File: src/rtl/alu_cmd_driver.sv
// Requester front-end for the registered 4-op ALU: issues commands, tracks the
// two-edge in-flight window and buffers results in a credit-limited response FIFO.
`timescale 1ns/1ps
module alu_cmd_driver #(
   parameter int N     = 4,
   parameter int DEPTH = 4
) (
   input  logic           i_clk,
   input  logic           i_reset_n,
   input  logic           i_cmd_valid,
   output logic           o_cmd_ready,
   input  logic [1:0]     i_cmd_op,
   input  logic [N-1:0]   i_cmd_a,
   input  logic [N-1:0]   i_cmd_b,
   input  logic           i_flush,
   output logic           o_alu_reset,
   output logic [1:0]     o_alu_op_code,
   output logic [N-1:0]   o_alu_inp1,
   output logic [N-1:0]   o_alu_inp2,
   input  logic [2*N-1:0] i_alu_outp,
   output logic           o_rsp_valid,
   input  logic           i_rsp_ready,
   output logic [2*N-1:0] o_rsp_data,
   output logic [1:0]     o_rsp_op,
   output logic           o_rsp_div0,
   output logic           o_busy
);

   localparam int AW = (DEPTH > 1) ? $clog2(DEPTH) : 1;
   localparam int CW = AW + 2;

   typedef enum logic [1:0] {IDLE, RUN, FLUSH} state_t;

   state_t         r_state, w_state_next;
   logic           r_ready_en, r_alu_reset, r_rst_hold;
   logic [1:0]     r_alu_op_code;
   logic [N-1:0]   r_alu_inp1, r_alu_inp2;
   logic           r_s1_valid, r_s1_div0, r_s2_valid, r_s2_div0;
   logic [1:0]     r_s1_op, r_s2_op;
   logic [2*N-1:0] r_mem_data [DEPTH];
   logic [1:0]     r_mem_op   [DEPTH];
   logic           r_mem_div0 [DEPTH];
   logic [AW-1:0]  r_wr_ptr, r_rd_ptr;
   logic [CW-1:0]  r_count;

   logic [CW-1:0]  w_outstanding;
   logic           w_accept, w_push, w_pop, w_flush_evt;

   // Credits count everything that will eventually need a FIFO slot.
   assign w_outstanding = r_count + CW'(r_s1_valid) + CW'(r_s2_valid);
   assign o_cmd_ready   = r_ready_en && (r_state == IDLE || r_state == RUN)
                          && (w_outstanding < CW'(DEPTH));
   assign w_flush_evt   = i_flush && (r_state != FLUSH);
   assign w_accept      = i_cmd_valid && o_cmd_ready && !i_flush;
   assign w_push        = r_s2_valid && (r_state != FLUSH) && !i_flush;
   assign o_rsp_valid   = (r_count != '0) && (r_state != FLUSH);
   assign w_pop         = o_rsp_valid && i_rsp_ready;

   assign o_rsp_data    = o_rsp_valid ? r_mem_data[r_rd_ptr] : '0;
   assign o_rsp_op      = o_rsp_valid ? r_mem_op[r_rd_ptr]   : 2'b00;
   assign o_rsp_div0    = o_rsp_valid ? r_mem_div0[r_rd_ptr] : 1'b0;
   assign o_alu_reset   = r_alu_reset;
   assign o_alu_op_code = r_alu_op_code;
   assign o_alu_inp1    = r_alu_inp1;
   assign o_alu_inp2    = r_alu_inp2;
   assign o_busy        = (r_state != IDLE);

   always_comb begin
      w_state_next = r_state;
      case (r_state)
         IDLE:    if (w_accept) w_state_next = RUN;
         RUN:     if (w_outstanding == '0 && !w_accept) w_state_next = IDLE;
         FLUSH:   if (!r_s1_valid && !r_s2_valid) w_state_next = IDLE;
         default: w_state_next = IDLE;
      endcase
      if (w_flush_evt) w_state_next = FLUSH;
   end

   always_ff @(posedge i_clk) begin
      if (!i_reset_n) begin
         r_state       <= IDLE;
         r_ready_en    <= 1'b0;
         r_alu_reset   <= 1'b1;
         r_rst_hold    <= 1'b1;
         r_alu_op_code <= 2'b00;
         r_alu_inp1    <= '0;
         r_alu_inp2    <= '0;
         r_s1_valid    <= 1'b0;
         r_s1_op       <= 2'b00;
         r_s1_div0     <= 1'b0;
         r_s2_valid    <= 1'b0;
         r_s2_op       <= 2'b00;
         r_s2_div0     <= 1'b0;
         r_wr_ptr      <= '0;
         r_rd_ptr      <= '0;
         r_count       <= '0;
      end else begin
         r_state     <= w_state_next;
         r_ready_en  <= 1'b1;
         // Stretch the ALU reset one cycle past our own reset release.
         r_alu_reset <= r_rst_hold;
         r_rst_hold  <= 1'b0;
         if (w_accept) begin
            r_alu_op_code <= i_cmd_op;
            r_alu_inp1    <= i_cmd_a;
            r_alu_inp2    <= i_cmd_b;
            r_s1_op       <= i_cmd_op;
            r_s1_div0     <= (i_cmd_op == 2'b11) && (i_cmd_b == '0);
         end
         r_s1_valid <= w_accept;
         r_s2_valid <= r_s1_valid;
         r_s2_op    <= r_s1_op;
         r_s2_div0  <= r_s1_div0;
         if (w_flush_evt) begin
            r_wr_ptr <= '0;
            r_rd_ptr <= '0;
            r_count  <= '0;
         end else begin
            if (w_push) r_wr_ptr <= r_wr_ptr + AW'(1);
            if (w_pop)  r_rd_ptr <= r_rd_ptr + AW'(1);
            if (w_push && !w_pop)      r_count <= r_count + CW'(1);
            else if (!w_push && w_pop) r_count <= r_count - CW'(1);
         end
      end
   end

   // A divide-by-zero never trusts the ALU output.
   always_ff @(posedge i_clk) begin
      if (w_push) begin
         r_mem_data[r_wr_ptr] <= r_s2_div0 ? '0 : i_alu_outp;
         r_mem_op[r_wr_ptr]   <= r_s2_op;
         r_mem_div0[r_wr_ptr] <= r_s2_div0;
      end
   end

endmodule

File: config.mk
export PLATFORM = sky130hd
export DESIGN_NAME = alu_cmd_driver
export DESIGN_NICKNAME = d
export VERILOG_FILES = /design/src/rtl/alu_cmd_driver.sv
export SDC_FILE = /design/constraint.sdc
export NUM_CORES = 1
export LEC_CHECK = 0
export BUFFER_PORTS_ARGS = -buffer_cell sky130_fd_sc_hd__buf_4
export CORE_ASPECT_RATIO = 0.9
export CORE_MARGIN = 3
export CORE_UTILIZATION = 32
export DETAILED_ROUTE_END_ITERATION = 8
export PLACE_DENSITY = 0.54
export SLEW_MARGIN = 20
export SYNTH_ARGS = -nofsm -noshare
export SYNTH_HDL_FRONTEND = slang
export SYNTH_SLANG_ARGS = --single-unit
File: constraint.sdc
create_clock -name i_clk -period 2.4 [get_ports i_clk]
set_input_delay 0.48 -clock i_clk [delete_from_list [all_inputs] [get_ports i_clk]]
set_output_delay 0.48 -clock i_clk [all_outputs]
set_load 0.01 [all_outputs]
== Yosys cells after proc, flatten, opt, wreduce, memory -nomap -nowiden ==
Memories as Yosys holds them, arrays and structs flattened. A register that Yosys moved wholly into a read port is not among the register bits.
Index checks and enable logic that the tools add are counted.

* Register bits: 29
* RAM bits: 44
* Input bits: 23
* Output and inout bits: 25
* Logic and storage cells: 88
* Memories kept: 3

* $add $sub $neg: 6
* Magnitude comparators: 1
* Equal/unequal tests: 10
* Mux-type cells: 21
* Bitwise logic cells: 1
* Reduce and logical (&&, ||, !) cells: 30

{| class="wikitable"
|+ Memories
! memory !! words !! bits a word !! read ports !! clocked after Yosys merged registers in !! write ports !! RTL line !! RTL
|-
| r_mem_data || 4 || 8 || 1 || 1 || 1 || 40 || <nowiki>logic [2*N-1:0] r_mem_data [DEPTH];</nowiki>
|-
| r_mem_op || 4 || 2 || 1 || 1 || 1 || 41 || <nowiki>logic [1:0] r_mem_op [DEPTH];</nowiki>
|-
| r_mem_div0 || 4 || 1 || 1 || 1 || 1 || 42 || <nowiki>logic r_mem_div0 [DEPTH];</nowiki>
|}

{| class="wikitable"
|+ Operator list
! cell !! number
|-
| 2-bit two-way mux || 11
|-
| 8-bit two-way mux || 2
|-
| 1-bit logical AND || 14
|-
| 4-bit by 1-bit adder with 4-bit output || 2
|-
| 4-bit logical NOT || 2
|-
| 4-bit two-way mux || 2
|-
| 1-bit logical NOT || 6
|-
| 2-bit != test (second input constant) || 3
|-
| 3-bit != test (second input constant) || 2
|-
| 2-bit one-hot mux with 3 select lines || 1
|-
| 3-bit AND reduction || 2
|-
| 1-bit two-way mux || 5
|-
| 2-bit by 1-bit adder with 2-bit output (second input constant) || 2
|-
| 4-bit by 1-bit adder with 4-bit output (second input constant) || 1
|-
| 2-bit equality test (second input constant) || 2
|-
| 4-bit by 3-bit less-than comparator with 1-bit output (second input constant) || 1
|-
| 2-bit nonzero test || 2
|-
| 4-bit nonzero test || 1
|-
| 4-bit by 1-bit subtractor with 4-bit output (second input constant) || 1
|-
| 3-bit by 2-bit != test with 1-bit output (second input constant) || 1
|-
| 2-bit by 1-bit equality test with 1-bit output (second input constant) || 1
|-
| 2-bit logical NOT || 1
|-
| 2-bit by 1-bit != test with 1-bit output (second input constant) || 1
|-
| 2-bit OR reduction || 1
|-
| 2 further kinds || 2
|}

== Logic depth before layout (Yosys ltp) ==
* Word-level depth: 11
* Mapped depth: 9

== Least setup slack after synthesis ==
OpenSTA, ideal clock, no wires.

* Path kind: reg-to-reg
* Start point: register r_count[0]
* End point: register r_count[3]
* Arrival time: 2.493 ns
* Data required time: 2.279 ns
* Slack: -0.214 ns
* Cell stages (with the launch flop): 10
* Buffers on the path: 0
* Period minus slack after synthesis: 2.614 ns
* Cells stage by stage: dfxtp_1 > or4_2 > nand3_1 > ha_1 > inv_1 > ha_1 > a21oi_1 > a211oi_1 > a31oi_1 > mux2_2

* Longest elaborated chain between the ends: 6

{| class="wikitable"
|+ Ends and longest elaborated chain
! element !! RTL line !! RTL
|-
| start, declared || 44 || <nowiki>logic [CW-1:0] r_count;</nowiki>
|-
| start signal, assigned || 121 || <nowiki>if (w_push && !w_pop) r_count <= r_count + CW'(1);</nowiki>
|-
| start signal, assigned || 122 || <nowiki>else if (!w_push && w_pop) r_count <= r_count - CW'(1);</nowiki>
|-
| branches (longest 6 deep; another with 4-bit by 1-bit subtractor with 4-bit output) || - ||
|}

Several ways; the timed one is not identified. The select of a mux whose other input is x is not followed.
A chain may end at the register's enable or synchronous reset.

== Worst setup path after layout ==
* Start point: register r_count[0]
* End point: output port o_cmd_ready

* Longest elaborated chain between the ends: 4

{| class="wikitable"
|+ Ends and longest elaborated chain
! element !! RTL line !! RTL
|-
| 4-bit by 1-bit adder with 4-bit output (2 in a row) || 50 || <nowiki>assign w_outstanding = r_count + CW'(r_s1_valid) + CW'(r_s2_valid);</nowiki>
|-
| 4-bit by 3-bit less-than comparator with 1-bit output || 52 || <nowiki>&& (w_outstanding < CW'(DEPTH));</nowiki>
|-
| 1-bit logical AND || 52 ||
|-
| end, declared || 11 || <nowiki>output logic o_cmd_ready,</nowiki>
|}

Every way passes these cells.

==> qor.yml <==
clock_sinks: 75
yosysWarnings: 0
synth_area_um2: 3130
clockRootBuffer: "clkbuf_8"
drc: 0
peakVddDrop_v: 0.000276
initial_core_util_pct: 33.6
synthCells: 233
final_util_pct: 43.1
dieArea_um2: 11000
synth-edff-count: 44
cp_data_required_time_ns: 1.92
drt_iter0_drc: 86
n_antenna_cell: 0
regArea_um2: 1940
fin_crit_ns: 2.33
vias: 1952
grtUsageTotal_pct: 12.3
grt_max_degree: 27
start_kind: "register"
hold_viol: 0
placementRows: 33
nNetsFinal: 339
fp.dieW_um: 110
insertion_delay_ns: 0.34
detail-route-antenna-nets: 0
gp_congestion: 0.710
p_leak_nw: 1.59
worstMarginPinSlew_ns: 0.486
multi_input_area_um2: 1160
clkTransAtPathRegs_ns: 0.08
cp_max_fo: 3
cap_violations: 0
fin_setup_tns_ns: 0
synth_fp_nets: 266
ios: 48
dp.cells: 409
finalWorstSetupSlack_ns: 0.0653
cts_htree_levels: 3
grt-ovfl-total: 0
antenna_found_initial: 0
slew_headroom_pct: 67.5
numPortBuffers: 47
drtPass1Iterations: 4
min_path_type: "in -> reg"
arrival_ns: 1.85
fmax_ghz: 0.428
layout_common_cells: "buf_4, edfxtp_1, dfxtp_1, nand2_1, nor2_1"
syn2layout_area_growth_pct: 28.3
drive_above_1_share_pct: 38.3
period_share_pct: 97.3
routedWlPerCell_um: 14.3
setup_violations: 0
avgSynthCellArea_um2: 13.4
finalClockSkew_ns: 0.0111
grt_pass1_wl_mm: 10.1
critPathCaptureType: "output port"
status: "finished clean"
hpwl_mm: 4.22
post-place-ws_ns: 0.00653
cts_buffers: 9
vias_per_cell: 4.51
finalNonFillerCells: 433
yosysSeqAreaShare_pct: 62.0
synth-seq-cells: 75
cts_tree: "built"
synth_ff_type: "edfxtp_1"
final_common_cell: "buf_4"
die_y_um: 99.9
critPathKind: "reg -> out"
async_flop_share_pct: 0
powerDensity_nw_per_um2: 605
coreArea_um2: 9330
rsz0062_at_grt: "yes"
fin_area_um2: 4020
fillers: 893
clock_path_buffers: 2
drv_slew: 0
routed_wl_mm: 6.21
placed_area_um2: 3720
grt_pass1_vias: 2027
synthDistinctLibCells: 36
## power by group
group          internal, W  total, W  switching [W]
Combinational     0.000102  0.000199      0.0000963
Clock             0.000380  0.000852       0.000472
Sequential         0.00137   0.00138     0.00000905
## per-stage QoR
step	hold slack [ns]	total power, W
detailed placement	0.419	0.00160
finish	0.392	0.00243
global route	0.383	0.00256
CTS	0.372	0.00246
global placement	0.402	0.00160
floorplan	0.386	0.00151
## final cells by class
class	count	share of cell area, %
clock buffers	9	3.08
clock inverters	7	1.28
inverters	14	1.31
multi-input cells	135	28.8
flip-flops and latches	75	48.4
well taps	122	3.80
repair buffers	71	13.4
## registers in the layout (all words and copies together) (netlist names), 2 cells and up, named ones only
name / flops
r_mem_data: 32
r_mem_op: 8
o_alu_inp1: 4
o_alu_inp2: 4
r_count: 4
r_mem_div0: 4
r_rd_ptr: 2
r_s1_op: 2
r_s2_op: 2
r_state: 2
r_wr_ptr: 2
## cell usage after synthesis (2+ instances only)
cell type / count / share of area [%]
edfxtp_1: 44 / 42
and3_1: 11 / 2.2
mux2i_1: 12 / 3.8
and2_1: 5 / 1.0
mux2_2: 2 / 0.72
inv_1: 14 / 1.7
dfxtp_1: 31 / 20
nand2b_1: 5 / 1.0
mux4_2: 11 / 7.9
nor2_1: 17 / 2.0
ha_1: 8 / 3.2
nor2b_1: 10 / 2.0
fa_1: 2 / 1.3
nand3_1: 2 / 0.32
nor3_1: 3 / 0.48
xnor2_1: 3 / 0.84
a21oi_1: 3 / 0.48
xor2_1: 3 / 0.84
nand2_1: 23 / 2.8
clkbuf_1: 7 / 0.84
a31oi_1: 2 / 0.40
## logic make-up after synthesis
kind of cell / Yosys count / synth area share [%]
flops: 75 / 62.0
buf+inv: 23 / 3.32
xor+xnor: 6 / 1.68
fa+ha+maj: 10 / 4.47
mux: 25 / 12.5
simple gates: 83 / 13.4
compound gates: 11 / 2.64
## path summary, 6_finish.rpt
path,start,to,slack [ns],depth (start not counted)
worst min-delay path,i_cmd_a[3],o_alu_inp1[3],0.39,3
worst min register to register,r_rst_hold,o_alu_reset,0.43,1
worst max register to register,r_count[0],r_count[3],0.10,9
worst max-delay path,r_count[0],o_cmd_ready,0.07,9
## metal layers
layer	part of all wire (%)	GRT usage (%)	up-vias
li1	-	-	977
met1	47	16.2	921
met2	46	18.9	50
met3	6.1	5.02	4
met4	0.73	3.31	0
met5	0	0	-
## worst max-delay path, cell delays in order (launching register included)
cell and delay, ns:
dfxtp_2 0.34, buf_6 0.10, inv_2 0.03, fa_2 0.37, inv_2 0.09, ha_4 0.15
nor2_2 0.05, a31oi_2 0.18, nor2_1 0.08, buf_4 0.14
## timing repair
item                       4_1_cts  5_1_grt
pin swaps                        5        4
hold buffers                     0        0
setup endpoints to repair        2        8
resized for setup               12        5
buffers inserted                 4        4
hold endpoints to repair         0        0
Note: power is estimated with default switching activity, not from simulation.
